<file path="src/rtl/common_types_pkg.sv">
// Shared encodings and types for the AHB timer slave: AHB transfer and
// response codes, register offsets, the CTRL bit-field layout and the
// bus-side FSM states.
package common_types_pkg;

  // AHB transfer types (htrans)
  localparam logic [1:0] HTRANS_IDLE   = 2'b00;
  localparam logic [1:0] HTRANS_BUSY   = 2'b01;
  localparam logic [1:0] HTRANS_NONSEQ = 2'b10;
  localparam logic [1:0] HTRANS_SEQ    = 2'b11;

  // AHB slave responses (hresp)
  localparam logic [1:0] HRESP_OKAY  = 2'b00;
  localparam logic [1:0] HRESP_ERROR = 2'b01;

  // Only 32-bit accesses are legal
  localparam logic [2:0] HSIZE_WORD = 3'b010;

  // Register offsets, indexed by haddr[4:2]
  localparam logic [2:0] REG_CTRL     = 3'd0;
  localparam logic [2:0] REG_STATUS   = 3'd1;
  localparam logic [2:0] REG_COUNT    = 3'd2;
  localparam logic [2:0] REG_CMP      = 3'd3;
  localparam logic [2:0] REG_PRESCALE = 3'd4;

  // CTRL register: bit2 AUTORELOAD, bit1 IE, bit0 EN
  typedef struct packed {
    logic autoreload;
    logic ie;
    logic en;
  } ctrl_t;

  // Data-phase state of the bus interface
  typedef enum logic [1:0] {
    ST_IDLE,    // no data phase in progress
    ST_ACCESS,  // zero-wait OKAY data phase
    ST_ERR1,    // first ERROR cycle (hready low)
    ST_ERR2     // second ERROR cycle (hready high)
  } bus_state_e;

  // NONSEQ and SEQ both carry a real transfer; IDLE and BUSY do not
  function automatic logic trans_active(input logic [1:0] htrans);
    return htrans[1];
  endfunction

endpackage

</file>
<file path="src/rtl/ahb_bus_if.sv">
// AHB bus bundle between the address multiplexor (master side) and a slave.
interface ahb_bus_if;
  logic [31:0] haddr;
  logic [2:0]  hburst;
  logic [2:0]  hsize;
  logic [1:0]  htrans;
  logic [31:0] hwdata;
  logic        hwrite;
  logic [31:0] hrdata;
  logic        hready;
  logic [1:0]  hresp;

  modport master (
    output haddr, hburst, hsize, htrans, hwdata, hwrite,
    input  hrdata, hready, hresp
  );

  modport slave (
    input  haddr, hburst, hsize, htrans, hwdata, hwrite,
    output hrdata, hready, hresp
  );
endinterface

</file>
<file path="src/rtl/timer_core.sv">
// Prescaler, 32-bit COUNT register and compare logic. A bus write to COUNT
// takes priority over the tick update; the compare result is reported as a
// one-cycle match_set pulse for the STATUS register in the parent.
module timer_core #(
  parameter int PRESCALE_W = 16
) (
  input  logic                  clk,
  input  logic                  nrst,
  input  logic                  en_i,
  input  logic                  autoreload_i,
  input  logic [PRESCALE_W-1:0] prescale_i,
  input  logic [31:0]           cmp_i,
  input  logic                  count_wr_i,
  input  logic [31:0]           count_wdata_i,
  output logic [31:0]           count_o,
  output logic                  tick_o,
  output logic                  match_set_o
);
  import common_types_pkg::*;

  logic [PRESCALE_W-1:0] psc_q, psc_d;
  logic [31:0]           count_q, count_d;
  logic                  tick;
  logic                  hit;

  // >= rather than == so that lowering PRESCALE below the running prescaler
  // value wraps immediately instead of running on to 2^PRESCALE_W.
  assign tick = en_i && (psc_q >= prescale_i);
  assign hit  = (count_q == cmp_i);

  // Next-state for prescaler and COUNT; disabled timer parks the prescaler at 0
  always_comb begin
    psc_d   = psc_q;
    count_d = count_q;
    if (!en_i) begin
      psc_d = '0;
    end else if (tick) begin
      psc_d = '0;
    end else begin
      psc_d = psc_q + PRESCALE_W'(1);
    end
    if (count_wr_i) begin
      count_d = count_wdata_i;
    end else if (tick) begin
      if (hit && autoreload_i) begin
        count_d = '0;
      end else begin
        count_d = count_q + 32'd1;
      end
    end
  end

  // Prescaler and COUNT state registers
  always_ff @(posedge clk or negedge nrst) begin
    if (!nrst) begin
      psc_q   <= '0;
      count_q <= '0;
    end else begin
      psc_q   <= psc_d;
      count_q <= count_d;
    end
  end

  assign count_o     = count_q;
  assign tick_o      = tick;
  assign match_set_o = tick && hit;

endmodule

</file>
<file path="src/rtl/ahb_timer_slave.sv">
// AHB slave exposing a prescaled 32-bit timer with compare-match interrupt.
// Zero-wait-state OKAY accesses to offsets 0-4; unmapped offsets and
// non-word sizes get the two-cycle ERROR response and change nothing.
module ahb_timer_slave #(
  parameter int PRESCALE_W = 16
) (
  input  logic     clk,
  input  logic     nrst,
  ahb_bus_if.slave abif,
  output logic     tmri
);
  import common_types_pkg::*;

  bus_state_e            state_q, state_d;
  logic [2:0]            dp_addr_q, dp_addr_d;
  logic                  dp_write_q, dp_write_d;

  ctrl_t                 ctrl_q, ctrl_d;
  logic                  match_q, match_d;
  logic [PRESCALE_W-1:0] prescale_q, prescale_d;
  logic [31:0]           cmp_q, cmp_d;

  logic                  hready;
  logic                  addr_accept;
  logic                  addr_err;
  logic                  wr_fire;
  logic                  rd_fire;
  logic                  count_wr;
  logic [31:0]           count;
  logic                  tick;
  logic                  match_set;
  logic [31:0]           rdata;
  logic                  unused_bus_bits;

  // Address bits outside the word offset and the burst type do not matter here
  assign unused_bus_bits = ^{abif.hburst, abif.haddr[31:5], abif.haddr[1:0], tick};

  assign hready      = (state_q != ST_ERR1);
  assign addr_accept = trans_active(abif.htrans) && hready;
  assign addr_err    = (abif.haddr[4:2] > REG_PRESCALE) || (abif.hsize != HSIZE_WORD);
  assign wr_fire     = (state_q == ST_ACCESS) && dp_write_q;
  assign rd_fire     = (state_q == ST_ACCESS) && !dp_write_q;
  assign count_wr    = wr_fire && (dp_addr_q == REG_COUNT);

  // Bus FSM next state: capture the address phase, walk the ERROR sequence
  always_comb begin
    state_d    = ST_IDLE;
    dp_addr_d  = dp_addr_q;
    dp_write_d = dp_write_q;
    if (addr_accept) begin
      dp_addr_d  = abif.haddr[4:2];
      dp_write_d = abif.hwrite;
      state_d    = addr_err ? ST_ERR1 : ST_ACCESS;
    end else if (state_q == ST_ERR1) begin
      state_d = ST_ERR2;
    end
  end

  // Bus FSM state and registered address phase
  always_ff @(posedge clk or negedge nrst) begin
    if (!nrst) begin
      state_q    <= ST_IDLE;
      dp_addr_q  <= '0;
      dp_write_q <= 1'b0;
    end else begin
      state_q    <= state_d;
      dp_addr_q  <= dp_addr_d;
      dp_write_q <= dp_write_d;
    end
  end

  // Register-file next state; a hardware match beats a same-cycle W1C
  always_comb begin
    ctrl_d     = ctrl_q;
    match_d    = match_q;
    prescale_d = prescale_q;
    cmp_d      = cmp_q;
    if (wr_fire) begin
      case (dp_addr_q)
        REG_CTRL:     ctrl_d = ctrl_t'(abif.hwdata[2:0]);
        REG_STATUS:   if (abif.hwdata[0]) match_d = 1'b0;
        REG_CMP:      cmp_d = abif.hwdata;
        REG_PRESCALE: prescale_d = abif.hwdata[PRESCALE_W-1:0];
        default:      ;
      endcase
    end
    if (match_set) begin
      match_d = 1'b1;
    end
  end

  // Register-file state
  always_ff @(posedge clk or negedge nrst) begin
    if (!nrst) begin
      ctrl_q     <= '0;
      match_q    <= 1'b0;
      prescale_q <= '0;
      cmp_q      <= 32'hFFFF_FFFF;
    end else begin
      ctrl_q     <= ctrl_d;
      match_q    <= match_d;
      prescale_q <= prescale_d;
      cmp_q      <= cmp_d;
    end
  end

  // Read mux: current register values, zero outside a read data phase
  always_comb begin
    rdata = '0;
    if (rd_fire) begin
      case (dp_addr_q)
        REG_CTRL:     rdata = {29'd0, ctrl_q};
        REG_STATUS:   rdata = {31'd0, match_q};
        REG_COUNT:    rdata = count;
        REG_CMP:      rdata = cmp_q;
        REG_PRESCALE: rdata = 32'(prescale_q);
        default:      rdata = '0;
      endcase
    end
  end

  timer_core #(
    .PRESCALE_W(PRESCALE_W)
  ) u_core (
    .clk          (clk),
    .nrst         (nrst),
    .en_i         (ctrl_q.en),
    .autoreload_i (ctrl_q.autoreload),
    .prescale_i   (prescale_q),
    .cmp_i        (cmp_q),
    .count_wr_i   (count_wr),
    .count_wdata_i(abif.hwdata),
    .count_o      (count),
    .tick_o       (tick),
    .match_set_o  (match_set)
  );

  assign abif.hrdata = rdata;
  assign abif.hready = hready;
  assign abif.hresp  = (state_q == ST_ERR1 || state_q == ST_ERR2) ? HRESP_ERROR : HRESP_OKAY;
  assign tmri        = match_q & ctrl_q.ie;

endmodule

</file>
<file path="src/flat_wrapper.sv">
// flat-port wrapper written by rule: the top's interface ports become plain ports
module ahb_timer_slave_flat import common_types_pkg::*;
#(
  parameter int PRESCALE_W = 16
)
  (clk, nrst, tmri, abif_haddr, abif_hburst, abif_hsize, abif_htrans, abif_hwdata, abif_hwrite, abif_hrdata, abif_hready, abif_hresp);
  ahb_bus_if abif_i ();
  input  logic clk;
  input  logic nrst;
  output logic tmri;
  input wire logic [$bits(abif_i.haddr)-1:0] abif_haddr;
  input wire logic [$bits(abif_i.hburst)-1:0] abif_hburst;
  input wire logic [$bits(abif_i.hsize)-1:0] abif_hsize;
  input wire logic [$bits(abif_i.htrans)-1:0] abif_htrans;
  input wire logic [$bits(abif_i.hwdata)-1:0] abif_hwdata;
  input wire logic [$bits(abif_i.hwrite)-1:0] abif_hwrite;
  output wire logic [$bits(abif_i.hrdata)-1:0] abif_hrdata;
  output wire logic [$bits(abif_i.hready)-1:0] abif_hready;
  output wire logic [$bits(abif_i.hresp)-1:0] abif_hresp;
  assign abif_i.haddr = abif_haddr;
  assign abif_i.hburst = abif_hburst;
  assign abif_i.hsize = abif_hsize;
  assign abif_i.htrans = abif_htrans;
  assign abif_i.hwdata = abif_hwdata;
  assign abif_i.hwrite = abif_hwrite;
  assign abif_hrdata = abif_i.hrdata;
  assign abif_hready = abif_i.hready;
  assign abif_hresp = abif_i.hresp;
  ahb_timer_slave #(.PRESCALE_W(PRESCALE_W)) u_core (.clk(clk), .nrst(nrst), .abif(abif_i), .tmri(tmri));
endmodule
</file>
<file path="config.mk">
export PLATFORM = sky130hd
export DESIGN_NAME = ahb_timer_slave_flat
export DESIGN_NICKNAME = d
export VERILOG_FILES = /design/src/rtl/common_types_pkg.sv /design/src/rtl/ahb_bus_if.sv /design/src/rtl/timer_core.sv /design/src/rtl/ahb_timer_slave.sv /design/src/flat_wrapper.sv
export SDC_FILE = /design/constraint.sdc
export NUM_CORES = 1
export LEC_CHECK = 0
export CAP_MARGIN = 10
export CORE_MARGIN = 2
export CORE_UTILIZATION = 54
export DETAILED_ROUTE_END_ITERATION = 10
export PLACE_DENSITY = 0.9
export SLEW_MARGIN = 20
export SYNTH_ARGS = -nofsm -noshare
export SYNTH_HDL_FRONTEND = slang
export SYNTH_SLANG_ARGS = --single-unit
</file>
<file path="constraint.sdc">
create_clock -name clk -period 3.5 [get_ports clk]
set_input_delay 0.7 -clock clk [delete_from_list [all_inputs] [get_ports clk]]
set_output_delay 0.7 -clock clk [all_outputs]
set_load 0.02 [all_outputs]
</file>
### After elaboration in Yosys (flattened, before gate mapping)

Cells that the tools add are included.
Widths: inputs -> output; s select.

* $add $sub $neg: 2
* order comparisons: 2
* equality and inequality tests: 10
* mux-type cells: 15
* bitwise gates (word level): 1
* reductions and logical operators: 19

Operators with widths (count)
* $pmux 32 s5: 1
* $mux 32: 4
* $add 32x1->32 const B: 1
* $eq 32x32->1: 1
* $mux 16: 2
* $add 16x1->16 const B: 1
* $ge 16x16->1: 1
* $reduce_bool 2->1: 4
* $logic_and 1x1->1: 7
* $eq 3x2->1 const B: 2
* $mux 2: 3
* $reduce_and 2->1: 3
* $mux 1: 5
* $eq 2x2->1 const B: 2
* $eq 3x1->1 const B: 1
* $eq 3x3->1 const B: 1
* $gt 3x3->1 const B: 1
* $logic_not 3->1: 1
* $ne 3x2->1 const B: 1
* $reduce_and 3->1: 1
* $eq 2x1->1 const B: 1
* $logic_or 1x1->1: 2
* $ne 2x2->1 const B: 1
* $and 1x1->1: 1
* $logic_not 1->1: 1

* flip-flop bits (word level): 106
* input bits: 75
* output and inout port bits: 36
* word-level logic and storage cells: 60

### Depth between registers and ports, before layout

* depth after elaboration: 5
* mapped depth: 11
* mapped depth without buffers: 9

### Hierarchy

A second synthesis with hierarchy kept.

* cell total of the unflattened synthesis: 675
* area total of the unflattened synthesis: 6750.2 µm²

By module, submodules not included
* timer_core: instances 1, cells an instance 431, area an instance 3698.5 µm², sequential area each 1201.2 µm²
* ahb_timer_slave: instances 1, cells an instance 244, area an instance 3051.7 µm², sequential area each 1491.4 µm²

### Least setup slack after synthesis

OpenSTA, ideal clock, no wires.

* path kind: reg-to-reg
* start point: register u_core.u_core.count_q[13] (netlist: u_core.u_core.count_o[13])
* end point: register u_core.u_core.count_q[31] (netlist: u_core.u_core.count_o[31])
* library setup time: 0.082 ns
* data arrival time: 2.708 ns
* required time: 3.418 ns
* path slack: 0.711 ns
* cell stages (with the launch flop): 9
* buffers on the path: 2
* period minus slack after synthesis: 2.789 ns
* cells stage by stage: dfrtp_1 buf_2 and4_1 or4b_4 or4_1 buf_2 or3_4 or4_1 a31oi_1

* longest elaborated chain between the ends: 5
* elaborated cells between the ends (all ways): 6
* classes of those cells: 1 x add/sub; 1 x eq/ne; 3 x mux; 1 x reduce/logical

Ends and longest elaborated chain
* start, declared: line timer_core.sv:22 `logic [31:0] count_q, count_d;`
* start signal, assigned: line timer_core.sv:60 `count_q <= count_d;`
* branches (longest 2 deep; another with $add 32x1->32)
* $mux 32 (*): line timer_core.sv:45 `if (hit && autoreload_i) begin`
* $mux 32 (*): line timer_core.sv:44 `end else if (tick) begin`
* $mux 32 (*): line timer_core.sv:42 `if (count_wr_i) begin`

Every way passes the cells marked *. The select of a mux whose other input is x is not followed.
A chain may end at the register's enable or synchronous reset.

### Worst setup path in the final report

* start point: register u_core.dp_addr_q[1]
* end point: output abif_hrdata[0]

* longest elaborated chain between the ends: 3
* elaborated cells between the ends (all ways): 7
* classes of those cells: 4 x eq/ne; 2 x mux; 1 x reduce/logical

Ends and longest elaborated chain
* start, declared: line ahb_timer_slave.sv:15 `logic [2:0] dp_addr_q, dp_addr_d;`
* start signal, assigned: line ahb_timer_slave.sv:67 `dp_addr_q <= dp_addr_d;`
* $eq 3x3->1 (tied with other cells): line ahb_timer_slave.sv:111 `case (dp_addr_q)`
* $pmux 32 s5 (*): line ahb_timer_slave.sv:111
* $mux 32 (*): line ahb_timer_slave.sv:110 `if (rd_fire) begin`
* end, declared: line flat_wrapper.sv:17 `output wire logic [$bits(abif_i.hrdata)-1:0] abif_hrdata;`

Every way passes the cells marked *; elsewhere a longest branch is shown, timed or not.

==> qor.txt <==
Max FO, Critical Path = 16
peak supply drop = 0.599 mV
gr busiest metal = met2
H-tree levels = 3
Pleak = 3.10 nW
first-pass GRT wire length = 27900 um
fraction of synthesized area in multiplexers = 12.3%
Initial Utilization = 55.9%
CTS tree = yes
post-synthesis register bit count = 106
via count = 5784
mean post-synth cell area = 9.04 um^2
Synth Instances = 715
post-synth top area share = 28.6%
drt via density = 6.23
post-DR wirelength/cell = 18.4 um
GR Layer Usage met1 = 36.2%
Cell variety after synth = 54
cell area after synthesis = 6470 um^2
worst hold path type = in -> async
post-synthesis sequential area ratio = 41.6%
post-synthesis compound-gate area fraction = 12.7%
Layout area overhead = 18.6%
chip width = 113 um
Synth area leader = dfrtp_1
met2 Use GR = 43.8%
worst skew pair latency = 0.36 ns
I/O Buffers = 76
Nets = 873
Layout fillers = 879
CP Data Required Time = 2.80 ns
simple-gate share of the synthesized area = 19.9%
Sw Share = 40.0%
R2R cell count = 6
Final Setup Violations = 0
CTS clk-pin slew, worst paths = 0.07 ns
fmax = 0.305 GHz
largest net degree at the start of global routing = 69
Placed Instances = 912
status = finished clean
Pint = 3.25 mW
GR Util All Layers = 27.3%
die height = 113 um
synth warn = 0
R2R Path End = u_core.u_core.count_o[31]$_DFFE_PN0P_
NetSw = 2.17 mW
Clk Tree Root Cell = clkbuf_16
clk_skew = 0.00974 ns
Synth Area in Adders = 3.48%
DRC Markers = 0
largest family of logic cells by synthesized area = simple AND/OR/NAND/NOR gates
IO Count = 111
Slew Limit Fails = 0
Setup crit start = u_core.dp_addr_q[1]$_DFFE_PN0P_
normalized max-slew margin = 42.1%
Async SR Flop Fraction = 100%
Iter 0 DRT Violations = 645
initial antenna violation count = 0
share of cells above drive strength 1 = 15.7%
Num CTS Buffers = 9
fin util = 66.3%
ant diodes = 0
reg2reg setup slack = 0.54 ns
drt first pass iters = 5
total chip power = 5.42 mW
Placeable Area = 11600 um^2
gpl congestion = 0.893
Post-synth EDFFs = 0
met3 GRT Util = 6.06%
Clk pwr share = 17.4%
unrepaired setup endpoints after global routing = no
Final Cycle Share = 93.8%
crit start category = flop
vias in the first global route = 5607
sequential share of power = 44.2%
ys flop type = dfrtp_1
final hold violations = 0
Cell Rows = 39
DP HPWL = 12100 um
Final Critical Period = 3.28 ns
total gr overflow = 0
Comb power frac = 38.4%
Worst Tran Pin Value = 0.868 ns
CTS Sinks = 106
Post-Synth XOR/XNOR Area = 6.23%
Max clock buf depth = 2
Crit path arrival time = 2.58 ns
CP endpoint kind = primary output
Routed WL = 17100 um
ANT nets after route = 0
Placed Instance Area = 7400 um^2
die area = 12900 um^2
non-filler cells, final = 928
Power Dens Cells = 706 nW/um^2
top cells by area, synth = dfrtp_1 (29%), dfstp_2 (13%), mux2_2 (7.0%), nor2_1 (5.8%), xnor2_1 (5.0%)
commonest cells in the netlist = nor2_1 (100), dfrtp_1 (74), nand2_1 (59), o21ai_0 (50), mux2_2 (40)
Critical Path End = abif_hrdata[0]
count leader, synth = nor2_1
Net Count, Synth = 808
max-cap violation count = 0
fin area = 7670 um^2
setup_tns = 0 ns
Setup Buffers After CTS = 0
critical path type = reg -> out
worst r2r src = u_core.u_core.count_o[13]$_DFFE_PN0P_
==> sequential cells by signal, summed over array words and instances (netlist names) <==
register / cells
u_core.dp_addr_q: 3
u_core.ctrl_q: 3
u_core.dp_write_q: 1
u_core.u_core.count_o: 32
u_core.match_q: 1
u_core.prescale_q: 16
u_core.cmp_q: 32
u_core.u_core.psc_q: 16
u_core.state_q: 2
==> power groups by stage <==
| stage | sequential (mW) | clock, mW | combinational (mW) |
|---|---|---|---|
| 3_5_place_dp | 2.38 | 0 | 2.03 |
| 6_report | 2.40 | 0.944 | 2.08 |
| 2_1_floorplan | 2.13 | 0 | 1.61 |
| 3_3_place_gp | 2.35 | 0 | 1.96 |
| 5_1_grt | 2.46 | 0.996 | 2.27 |
| 4_1_cts | 2.37 | 0.951 | 2.05 |
==> how the worst min path moves through the flow <==
| stage | end | slack, ns |
|---|---|---|
| 4_1_cts | u_core.prescale_q[1]$_DFFE_PN0P_ | 0.49 |
| 6_report | u_core.prescale_q[1]$_DFFE_PN0P_ | 0.45 |
| 3_5_place_dp | u_core.u_core.psc_q[0]$_DFF_PN0_ | 0.51 |
| 2_1_floorplan | u_core.ctrl_q[0]$_DFFE_PN0P_ | 0.40 |
| 5_1_grt | u_core.prescale_q[1]$_DFFE_PN0P_ | 0.53 |
| 3_3_place_gp | u_core.u_core.psc_q[0]$_DFF_PN0_ | 0.51 |
==> worst max-delay path: stages, from the launching register on <==
cell and delay (ns):
dfrtp_1 0.51, o21ai_0 0.33, nand2_1 0.42, a21oi_1 0.32
clkdlybuf4s50_1 0.65
==> repair_timing <==
action	CTS	global route
gates resized for setup	0	1
setup endpoints to repair	0	16
hold buffers	0	0
==> routing by layer <==
layer  vias to the layer above  wire length (um)
li1                       2634                 -
met1                      2789              7130
met2                       305              8210
met3                        56              1250
met4                         0               534
met5                         -                 0
==> area by class of cell <==
type                    instances  area (um^2)  share of cell area (%)
clock buffers                  11          233                    3.03
clock inverters                 5         31.3                   0.408
inverters                      23         86.3                    1.13
multi-input cells             546         3540                    46.2
flip-flops and latches        106         2690                    35.1
well taps                     143          179                    2.33
repair buffers                 94          906                    11.8
==> stage by stage <==
step | hold WS, ns | setup WS (ns)
floorplan | 0.404 | 0.711
global placement | 0.509 | 0.586
global route | 0.532 | 0.0760
finish | 0.453 | 0.218
CTS | 0.488 | 0.0902
detailed placement | 0.507 | 0.480
==> cells by family (layout without fill, tap and decap cells) <==
family | count (synthesis) | in the layout
buf+inv | 63 | 133
fa+ha+maj | 18 | 18
flops | 106 | 106
xor+xnor | 46 | 46
mux | 73 | 73
other cells | 1 | 1
simple gates | 269 | 269
compound gates | 139 | 139
==> placed cells by master (no fill, tap or decap), types with 9 or more instances in the layout <==
cell / count
mux2i_1: 32
mux2_2: 40
nand3_1: 25
dfstp_2: 32
a21oi_1: 33
xnor2_1: 37
nor2_1: 99
clkdlybuf4s50_1: 75
a31oi_1: 24
nand4_1: 13
and2_1: 9
o21ai_0: 50
inv_1: 23
dfrtp_1: 73
xor2_1: 9
buf_4: 18
ha_1: 18
nor3_1: 9
nand2_1: 59
clkbuf_16: 9
Note: power is estimated with default switching activity, not from simulation.
